## src/rtl/mmio_gpio_ctrl.sv

```systemverilog
// Memory-mapped GPIO controller: output pins with set/clear, synchronised and debounced inputs,
// edge status with interrupt. Define MMIO_GPIO_TOGGLE_EN to add OUT_TGL (0x09) and OUT_PULSE (0x0A).
module mmio_gpio_ctrl #(
    parameter int N_OUT           = 16,
    parameter int N_IN            = 16,
    parameter int DEBOUNCE_CYCLES = 1000
) (
    input  logic             clk,
    input  logic             reset,
    output logic [N_OUT-1:0] gpio_out,
    input  logic [N_IN-1:0]  gpio_in,
    input  logic             i_mmio_enable,
    input  logic             i_mmio_wen,
    input  logic [7:0]       i_mmio_addr,
    input  logic [31:0]      i_mmio_data_in,
    output logic [31:0]      o_mmio_data_out,
    output logic             o_irq
);
    localparam int            CW       = $clog2(DEBOUNCE_CYCLES) + 1;
    localparam logic [CW-1:0] CNT_LAST = CW'(DEBOUNCE_CYCLES - 1);

    localparam logic [7:0] A_OUT     = 8'h01;
    localparam logic [7:0] A_SET     = 8'h02;
    localparam logic [7:0] A_CLR     = 8'h03;
    localparam logic [7:0] A_IN      = 8'h04;
    localparam logic [7:0] A_STAT    = 8'h05;
    localparam logic [7:0] A_IRQ_EN  = 8'h06;
    localparam logic [7:0] A_RISE_EN = 8'h07;
    localparam logic [7:0] A_FALL_EN = 8'h08;
`ifdef MMIO_GPIO_TOGGLE_EN
    localparam logic [7:0]    A_TGL     = 8'h09;
    localparam logic [7:0]    A_PULSE   = 8'h0A;
    localparam logic [CW-1:0] PULSE_LEN = CW'(DEBOUNCE_CYCLES);
`endif

    logic             wr_en;
    logic             rd_en;
    logic [N_OUT-1:0] wdata_out;
    logic [N_IN-1:0]  wdata_in;
    logic             unused_data;

    logic [N_OUT-1:0] out_q, out_d;
    logic [N_IN-1:0]  sync_p0, sync_p1;
    logic [N_IN-1:0]  deb_q, deb_d;
    logic [CW-1:0]    cnt_q [N_IN];
    logic [CW-1:0]    cnt_d [N_IN];
    logic [N_IN-1:0]  stat_q, stat_d;
    logic [N_IN-1:0]  edge_set;
    logic [N_IN-1:0]  irq_en_q, rise_en_q, fall_en_q;
    logic [31:0]      rdata;
`ifdef MMIO_GPIO_TOGGLE_EN
    logic [N_OUT-1:0] pmask_q, pmask_d;
    logic [CW-1:0]    ptmr_q, ptmr_d;
`endif

    assign wr_en       = i_mmio_enable & i_mmio_wen;
    assign rd_en       = i_mmio_enable & ~i_mmio_wen;
    assign wdata_out   = i_mmio_data_in[N_OUT-1:0];
    assign wdata_in    = i_mmio_data_in[N_IN-1:0];
    assign unused_data = ^i_mmio_data_in;
    assign gpio_out    = out_q;

    // Stage p1 -> debounce: a bit flips only after DEBOUNCE_CYCLES consecutive differing samples
    always_comb begin
        deb_d = deb_q;
        for (int i = 0; i < N_IN; i++) begin
            cnt_d[i] = cnt_q[i];
            if (sync_p1[i] == deb_q[i]) begin
                cnt_d[i] = '0;
            end else if (cnt_q[i] == CNT_LAST) begin
                deb_d[i] = sync_p1[i];
                cnt_d[i] = '0;
            end else begin
                cnt_d[i] = cnt_q[i] + CW'(1);
            end
        end
    end

    // Events are taken from the debounced transition itself, so status sets on the same edge
    assign edge_set = (deb_d & ~deb_q & rise_en_q) | (~deb_d & deb_q & fall_en_q);

    always_comb begin
        stat_d = stat_q;
        if (wr_en && i_mmio_addr == A_STAT) begin
            stat_d = stat_q & ~wdata_in;
        end
        stat_d = stat_d | edge_set;
    end

    always_comb begin
        out_d = out_q;
`ifdef MMIO_GPIO_TOGGLE_EN
        pmask_d = pmask_q;
        ptmr_d  = ptmr_q;
        if (ptmr_q == CW'(1)) begin
            out_d   = out_q & ~pmask_q;
            pmask_d = '0;
            ptmr_d  = '0;
        end else if (ptmr_q != '0) begin
            ptmr_d = ptmr_q - CW'(1);
        end
`endif
        if (wr_en) begin
            case (i_mmio_addr)
                A_OUT: out_d = wdata_out;
                A_SET: out_d = out_d | wdata_out;
                A_CLR: out_d = out_d & ~wdata_out;
`ifdef MMIO_GPIO_TOGGLE_EN
                A_TGL: out_d = out_d ^ wdata_out;
                A_PULSE: begin
                    // A restart keeps the bits already pulsing, so expiry is not applied here
                    out_d   = out_q | wdata_out;
                    pmask_d = pmask_q | wdata_out;
                    ptmr_d  = PULSE_LEN;
                end
`endif
                default: ;
            endcase
`ifdef MMIO_GPIO_TOGGLE_EN
            if (i_mmio_addr == A_OUT) pmask_d = '0;
            if (i_mmio_addr == A_CLR) pmask_d = pmask_d & ~wdata_out;
`endif
        end
    end

    always_comb begin
        rdata = '0;
        case (i_mmio_addr)
            A_OUT:     rdata = 32'(out_q);
            A_IN:      rdata = 32'(deb_q);
            A_STAT:    rdata = 32'(stat_q);
            A_IRQ_EN:  rdata = 32'(irq_en_q);
            A_RISE_EN: rdata = 32'(rise_en_q);
            A_FALL_EN: rdata = 32'(fall_en_q);
            default:   rdata = '0;
        endcase
    end

    // Stage p0/p1: two-flop synchroniser, then registered state and read data
    always_ff @(posedge clk or negedge reset) begin
        if (!reset) begin
            sync_p0         <= '0;
            sync_p1         <= '0;
            deb_q           <= '0;
            cnt_q           <= '{default: '0};
            out_q           <= '0;
            stat_q          <= '0;
            irq_en_q        <= '0;
            rise_en_q       <= '0;
            fall_en_q       <= '0;
            o_mmio_data_out <= '0;
            o_irq           <= 1'b0;
`ifdef MMIO_GPIO_TOGGLE_EN
            pmask_q         <= '0;
            ptmr_q          <= '0;
`endif
        end else begin
            sync_p0 <= gpio_in;
            sync_p1 <= sync_p0;
            deb_q   <= deb_d;
            cnt_q   <= cnt_d;
            out_q   <= out_d;
            stat_q  <= stat_d;
            o_irq   <= |(stat_q & irq_en_q);
`ifdef MMIO_GPIO_TOGGLE_EN
            pmask_q <= pmask_d;
            ptmr_q  <= ptmr_d;
`endif
            if (wr_en) begin
                case (i_mmio_addr)
                    A_IRQ_EN:  irq_en_q  <= wdata_in;
                    A_RISE_EN: rise_en_q <= wdata_in;
                    A_FALL_EN: fall_en_q <= wdata_in;
                    default: ;
                endcase
            end
            if (rd_en) begin
                o_mmio_data_out <= rdata;
            end
        end
    end

endmodule
```

## config.mk

```make
export PLATFORM = sky130hd
export DESIGN_NAME = mmio_gpio_ctrl
export DESIGN_NICKNAME = d
export VERILOG_FILES = /design/src/rtl/mmio_gpio_ctrl.sv
export SDC_FILE = /design/constraint.sdc
export NUM_CORES = 1
export LEC_CHECK = 0
export CAP_MARGIN = 25
export CORE_ASPECT_RATIO = 0.75
export CORE_MARGIN = 3
export CORE_UTILIZATION = 30
export DETAILED_ROUTE_END_ITERATION = 8
export GPL_TIMING_DRIVEN = 0
export PLACE_DENSITY = 0.52
export SLEW_MARGIN = 20
export SYNTH_ARGS = -nofsm -noshare
export SYNTH_HDL_FRONTEND = slang
export SYNTH_SLANG_ARGS = --single-unit
```

## constraint.sdc

```tcl
create_clock -name clk -period 5.2 [get_ports clk]
set_input_delay 1.04 -clock clk [delete_from_list [all_inputs] [get_ports clk]]
set_output_delay 1.04 -clock clk [all_outputs]
set_load 0.01 [all_outputs]
```

==> key figures, run 1 <==
Synth
  • Synth warn: 0
  • Synthesized area per cell: 10.8 sq um
  • Post-Syn Instances: 1361
  • Netlist cell types: 49
  • Seq/Total Area, Yosys: 0.546
  • Mapped Area: 0.0147 sq mm
  • Number of synthesized register bits: 321

Job
  • Max-cap violations: 0

Setup path
  • Crit path max fanout: 10
  • Reg2Reg Setup Slack: 3.12 ns
  • Worst R2R Start: cnt_q[124]
  • Crit path required time: 5.59 ns
  • Worst Setup Start Kind: input port
  • Worst setup path start: i_mmio_addr[3]
  • Crit end category: flop
  • R2R Path End: cnt_q[130]
  • Worst r2r path cells: 5
  • Arrival time worst endpoint: 3.76 ns
  • CP Class: input port to flop
  • Worst setup path end: fall_en_q[5]

Global route
  • First-pass GRT wire length: 59100 um
  • Congestion Overflow GR: 0
  • Largest net degree at the start of global routing: 92
  • Tot GR Track Use: 0.145
  • Initial antenna violation count: 1
  • Vias in the first global route: 10200

Status
  • Status: finished, final reports clean

Pwr
  • Leakage power: 7.31 nW
  • Logic pwr share: 0.066
  • P per Cell Area: 310 mW/mm^2
  • P_sw: 1.29 mW
  • Clock share of power: 0.447
  • Share of power burned in registers: 0.487
  • Net Sw Frac: 0.237
  • Max IR drop VDD: 0.199 mV
  • Internal power: 4.14 mW

STA
  • Crit path time final: 3.37 ns
  • Max Clk Rate: 297 MHz
  • Period utilization: 0.648
  • Final count of negative-setup-slack endpoints: 0
  • Final slew viol count: 0
  • RSZ-0062 raised after global routing: false
  • Clk_skew: 0.0239 ns
  • Hold Violations, Final: 0
  • Slew headroom: 0.380
  • Worst Tran Pin Value: 0.931 ns

Place
  • PortBufs: 75
  • Placer congestion estimate: 0.807
  • Detail Placement HPWL: 25300 um
  • Placed insts: 2093

Cells and area
  • Most common cell after layout, fill and taps aside: dfrtp_1
  • Layout cells sized above 1: 0.130
  • Layout area overhead: 19.0%
  • Most frequent cells in the layout: dfrtp_1 (321), nor2_1 (226), xnor2_1 (113), nand2_1 (80), clkdlybuf4s50_1 (74)
  • Layout Nets: 1567
  • Final Instance Count excl. Fillers: 2155
  • Final Core Density: 0.365

Clock network
  • Post-cts resize count: 0
  • CTS max path bufs: 3
  • H-tree levels: 2
  • Clk Tree Root Cell: clkbuf_16
  • CTS tree: built
  • Inserted Clock Buffers: 35
  • Post-CTS Hold Fix Bufs: 0
  • # clock sinks: 321
  • Reg clk slew, reported paths: 0.06 ns
  • Clk_lat worst skew: 0.52 ns
  • Setup Fix Bufs, Post-CTS: 0

Die
  • CORE AREA: 0.0479 sq mm
  • # IOs: 109
  • Initial Utilization: 0.307
  • Die W: 262 um
  • FP Rows: 69
  • Die ar.: 0.0518 sq mm
  • Die Ht: 198 um

Min path
  • Hold Crit Class: flop to flop

Routing
  • Starting DRC count in detailed routing: 707
  • WL per Instance: 16.9 um
  • Final WL: 36400 um
  • Routed vias: 10200
  • Drt pass-1 iters: 5
  • DRT antenna net count: 0
  • Post-route DRC: 0
  • DR vias/cell: 4.73
-- power by group through the flow --
stage	combinational, mW	clock [mW]	sequential, mW
2_1_floorplan	0.157	0	2.67
3_3_place_gp	0.352	0	2.69
3_5_place_dp	0.364	0	2.69
4_1_cts	0.365	2.52	2.64
5_1_grt	0.403	2.63	2.65
6_report	0.357	2.42	2.64
-- registers in the layout (all words and copies together), names as in the netlist --
| name | cells |
|---|---|
| cnt_q | 176 |
| deb_q | 16 |
| fall_en_q | 16 |
| gpio_out | 16 |
| irq_en_q | 16 |
| o_mmio_data_out | 16 |
| rise_en_q | 16 |
| stat_q | 16 |
| sync_p0 | 16 |
| sync_p1 | 16 |
| o_irq | 1 |
-- how the worst min path moves through the flow --
stage	startpoint	end	slack, ns	cells after the start
floorplan	sync_p0[0]	sync_p1[0]	0.33	0
global placement	sync_p0[13]	sync_p1[13]	0.33	0
detailed placement	sync_p0[6]	sync_p1[6]	0.34	0
CTS	sync_p0[13]	sync_p1[13]	0.35	0
global route	sync_p0[13]	sync_p1[13]	0.35	0
finish	sync_p0[13]	sync_p1[13]	0.35	0
-- final cells by class --
class                   instances  area [sq um]
repair buffers                 78           838
multi-input cells             958          6260
well taps                     639           800
diodes                          1          2.50
fillers                      4769         30400
clock buffers                  47           971
clock inverters                14           128
flip-flops and latches        321          8030
plain buffers                  58           329
inverters                      39           146
-- Yosys cell counts, drive strengths merged --
master	count	area [sq um]
xnor2	113	990
o21ai	26	130
mux2i	5	50.1
ha	16	200
buf	37	250
dfrtp	321	8030
a22o	42	368
and4	2	17.5
or2	8	50.1
o211ai	1	7.51
nor3	65	325
or4	1	11.3
o2bb2ai	1	8.76
or3	7	43.8
nand4	20	125
a22oi	18	135
clkbuf	21	78.8
or4b	8	80.1
and2b	1	10.0
nor3b	1	18.8
nand2	81	307
and3	5	31.3
and2	2	12.5
a21oi	10	50.1
a211oi	3	22.5
nand3b	15	113
mux4	3	67.6
inv	39	146
a32oi	3	26.3
nor4b	1	8.76
nor2b	22	138
nand2b	2	12.5
a221oi	4	35.0
a31oi	18	113
o32a	5	50.1
mux2	75	882
xor2	38	333
o21bai	9	67.6
nor4	21	191
nor2	226	848
nand3	64	325
conb	1	3.75
-- critical path, cell delays in order --
cell	delay, ns
clkdlybuf4s50_1	0.60
buf_4	0.25
nor2b_1	0.54
and3_1	0.33
nand3_2	0.28
buf_2	0.38
mux2_2	0.32
-- per-layer routing --
layer  GRT usage  share of wire  vias up  routed length (um)
met5           0        0.00030        -                  11
met4      0.0300          0.015        2                 542
met3      0.0339          0.060       46                2200
met2       0.209           0.42      206               15300
met1       0.221           0.50     5002               18300
li1            -              -     4940                   -
-- cell families (layout without fill, tap and decap cells) --
| group | Yosys count | in the layout | synth area share |
|---|---|---|---|
| simple gates | 552 | 552 | 0.181 |
| mux | 83 | 83 | 0.0679 |
| fa+ha+maj | 16 | 16 | 0.0136 |
| other cells | 1 | 17 | 0.000255 |
| buf+inv | 97 | 236 | 0.0323 |
| xor+xnor | 151 | 151 | 0.0899 |
| compound gates | 140 | 140 | 0.0689 |
| flops | 321 | 321 | 0.546 |
-- stage by stage --
stage / hold WS [ns] / cell area [sq um] / power, mW / setup TNS (ns) / setup WS [ns]
floorplan: 0.331 / 14800 / 2.83 / 0 / 2.55
global placement: 0.335 / 16300 / 3.05 / -3696.41 / -11.57
detailed placement: 0.336 / 16400 / 3.05 / 0 / 1.32
CTS: 0.352 / 17500 / 5.52 / 0 / 1.84
global route: 0.354 / 17500 / 5.68 / 0 / 1.72
finish: 0.349 / 17500 / 5.43 / 0 / 1.83
Power figures use the tool's default switching activity.
==> run 2, diff against run 1 <==
Settings changed: PLACE_DENSITY 0.52 to 0.54.
Clock period 5.2 ns to 2.9 ns, I/O delays scaled along.
==> run 2 against run 1 <==
Combinational power increased by 78%. Clock skew down 0.011 ns. Critical path depth unchanged. First-iteration DRC count decreased by 11%. Worst setup slack got worse by 1.8 ns. Via count up 0.15%. Sequential power rose by 80%. Sequential share of layout area increased by 0.056 points. Final area decreased by 0.12%. Clock-buffer cell count grew 5. Core utilization about the same. Die area unchanged. Largest power group unchanged.
==> key figures, run 2 (synthesis results as in run 1) <==
Setup path
  • CP Class: input port to flop (unchanged)
  • Worst Setup Start Kind: input port (unchanged)
  • Arrival time worst endpoint: 3.27 ns (was 3.76 ns)
  • Crit path required time: 3.31 ns (was 5.59 ns)
  • Crit end category: flop (unchanged)
  • Crit path max fanout: 10 (unchanged)

Pwr
  • Total power: 9.62 mW (was 5.43 mW)
  • Leakage power: 7.29 nW (was 7.31 nW)
  • Max IR drop VDD: 0.318 mV (was 0.199 mV)
  • P per Cell Area: 550 mW/mm^2 (was 310 mW/mm^2)

Clock network
  • Reg clk slew, reported paths: 0.06 ns (about the same)
  • H-tree levels: 2 (unchanged)
  • Inserted Clock Buffers: 34 (was 35)
  • Clk_lat worst skew: 0.52 ns (about the same)
  • Post-CTS Hold Fix Bufs: 0 (unchanged)
  • Clk Tree Root Cell: clkbuf_16 (unchanged)
  • CTS max path bufs: 3 (unchanged)
  • CTS tree: built (unchanged)
  • Setup Fix Bufs, Post-CTS: 0 (unchanged)
  • # clock sinks: 321 (unchanged)

Cells and area
  • Most frequent cells in the layout: dfrtp_1 (321), nor2_1 (226), xnor2_1 (113), nand2_1 (80), clkdlybuf4s50_1 (74) (unchanged)
  • Most common cell after layout, fill and taps aside: dfrtp_1 (unchanged)
  • Biggest register: cnt_q (unchanged)
  • Filler Cells Inserted: 4705 (was 4769)
  • Layout cells sized above 1: 0.128 (was 0.130)
  • Multi-input logic area: 0.00627 sq mm (was 0.00626 sq mm)
  • Layout Nets: 1566 (was 1567)
  • Seq. cell area: 0.00803 sq mm (unchanged)
  • Layout area overhead: 18.8% (was 19.0%)
  • Largest register FFs: 176 (unchanged)

Global route
  • Largest net degree at the start of global routing: 88 (was 92)
  • Congestion Overflow GR: 0 (unchanged)
  • Tot GR Track Use: 0.141 (was 0.145)
  • Vias in the first global route: 10200 (about the same)
  • First-pass GRT wire length: 57600 um (was 59100 um)
  • Initial antenna violation count: 2 (was 1)

Status
  • Status: finished, final reports clean (unchanged)

Die
  • CORE AREA: 0.0479 sq mm (unchanged)
  • Die Ht: 198 um (unchanged)
  • FP Rows: 69 (unchanged)
  • Die W: 262 um (unchanged)
  • Die ar.: 0.0518 sq mm (unchanged)
  • Initial Utilization: 0.307 (unchanged)
  • # IOs: 109 (unchanged)

STA
  • Slew headroom: 0.408 (was 0.380)
  • Worst setup margin: 0.0353 ns (was 1.83 ns)
  • Crit path time final: 2.86 ns
  • Worst Tran Pin Value: 0.889 ns (was 0.931 ns)
  • Max Clk Rate: 349 MHz
  • Setup TNS: 0 ns (unchanged)
  • Hold Violations, Final: 0 (unchanged)
  • Clk_skew: 0.0126 ns (was 0.0239 ns)
  • Period utilization: 0.988
  • Hold Slack: 0.0291 ns (was 0.349 ns)
  • RSZ-0062 raised after global routing: false (unchanged)
  • Final count of negative-setup-slack endpoints: 0 (unchanged)
  • Final slew viol count: 0 (unchanged)

Routing
  • Starting DRC count in detailed routing: 630 (was 707)
  • Routed vias: 10200 (about the same)
  • Drt pass-1 iters: 5 (unchanged)
  • Final WL: 36000 um (was 36400 um)
  • DR vias/cell: 4.74 (was 4.73)
  • WL per Instance: 16.7 um (was 16.9 um)
  • DRT antenna net count: 0 (unchanged)
  • Post-route DRC: 0 (unchanged)

Job
  • Max-cap violations: 0 (unchanged)

Place
  • Placer congestion estimate: 0.798 (was 0.807)
  • Detail Placement HPWL: 25000 um (was 25300 um)
  • PortBufs: 75 (unchanged)
  • Pre-CTS setup slack: -0.554 ns (was 1.32 ns)

Min path
  • Hold Crit Class: input port to asynchronous set/reset pin (was flop to flop)
## run 2: changes by cell type in the layout (fill, tap and decap cells not counted), sizes merged
cell and delta:
clkbuf +5, inv -2, diode +1, bufinv -2, clkinv -3
## run 2: per-stage QoR
stage | util | area, sq um | cells
4_1_cts | 0.365 | 17500 | 2152
3_3_place_gp | 0.341 | 16300 | 2090
2_1_floorplan | - | 14800 | 1376
6_report | 0.365 | 17500 | 2154
3_5_place_dp | 0.342 | 16400 | 2093
5_1_grt | 0.365 | 17500 | 2152
## run 2: final timing paths
kind	start	end	slack (ns)	cells after the start
worst max-delay path	i_mmio_addr[3]	fall_en_q[7]	0.04	7
worst min-delay path	reset	cnt_q[20]	0.03	1
worst max register to register	cnt_q[36]	cnt_q[36]	0.80	5
worst min register to register	sync_p0[6]	sync_p1[6]	0.34	0
max in group asynchronous	reset	cnt_q[153]	1.27	4
min in group clk	sync_p0[6]	sync_p1[6]	0.34	0
## run 2: what timing repair did
| item | 4_1_cts | 5_1_grt |
|---|---|---|
| setup endpoints to repair | 5 | 5 |
| pin swaps | 0 | 0 |
| resized for setup | 1 | 2 |
| endpoints found under the hold margin | 0 | 0 |
## run 2: worst max-delay path, cell delays in order
cell and delay (ns):
clkdlybuf4s50_1 0.58, buf_4 0.24, nor2b_1 0.54, and3_1 0.34, nand3_2 0.28, buf_2 0.37
mux2_2 0.32
## run 2: layout make-up
class	instances	area share
Timing Repair Buffer	78	0.0479
Buffer	58	0.0189
Sequential cell	321	0.459
Antenna cell	2	0.000286
Clock buffer	52	0.0590
Tap cell	639	0.0457
Inverter	39	0.00837
Multi-Input combinational cell	958	0.359
Clock inverter	7	0.00200
## run 2: report_power, final
part	switching, mW	total [mW]	internal [mW]	leakage (nW)
Combinational	0.360	0.637	0.277	2.43
Clock	1.79	4.24	2.45	0.531
Sequential	0.131	4.74	4.61	4.33
Total	2.28	9.62	7.34	7.29
## run 2: layer usage
layer  GRT usage  vias to the layer above  wire length [um]
met5           0                        -                12
met4      0.0347                        2               662
met3      0.0396                       54              2290
met2       0.202                      215             15100
met1       0.210                     5001             17900
li1            -                     4939                 -
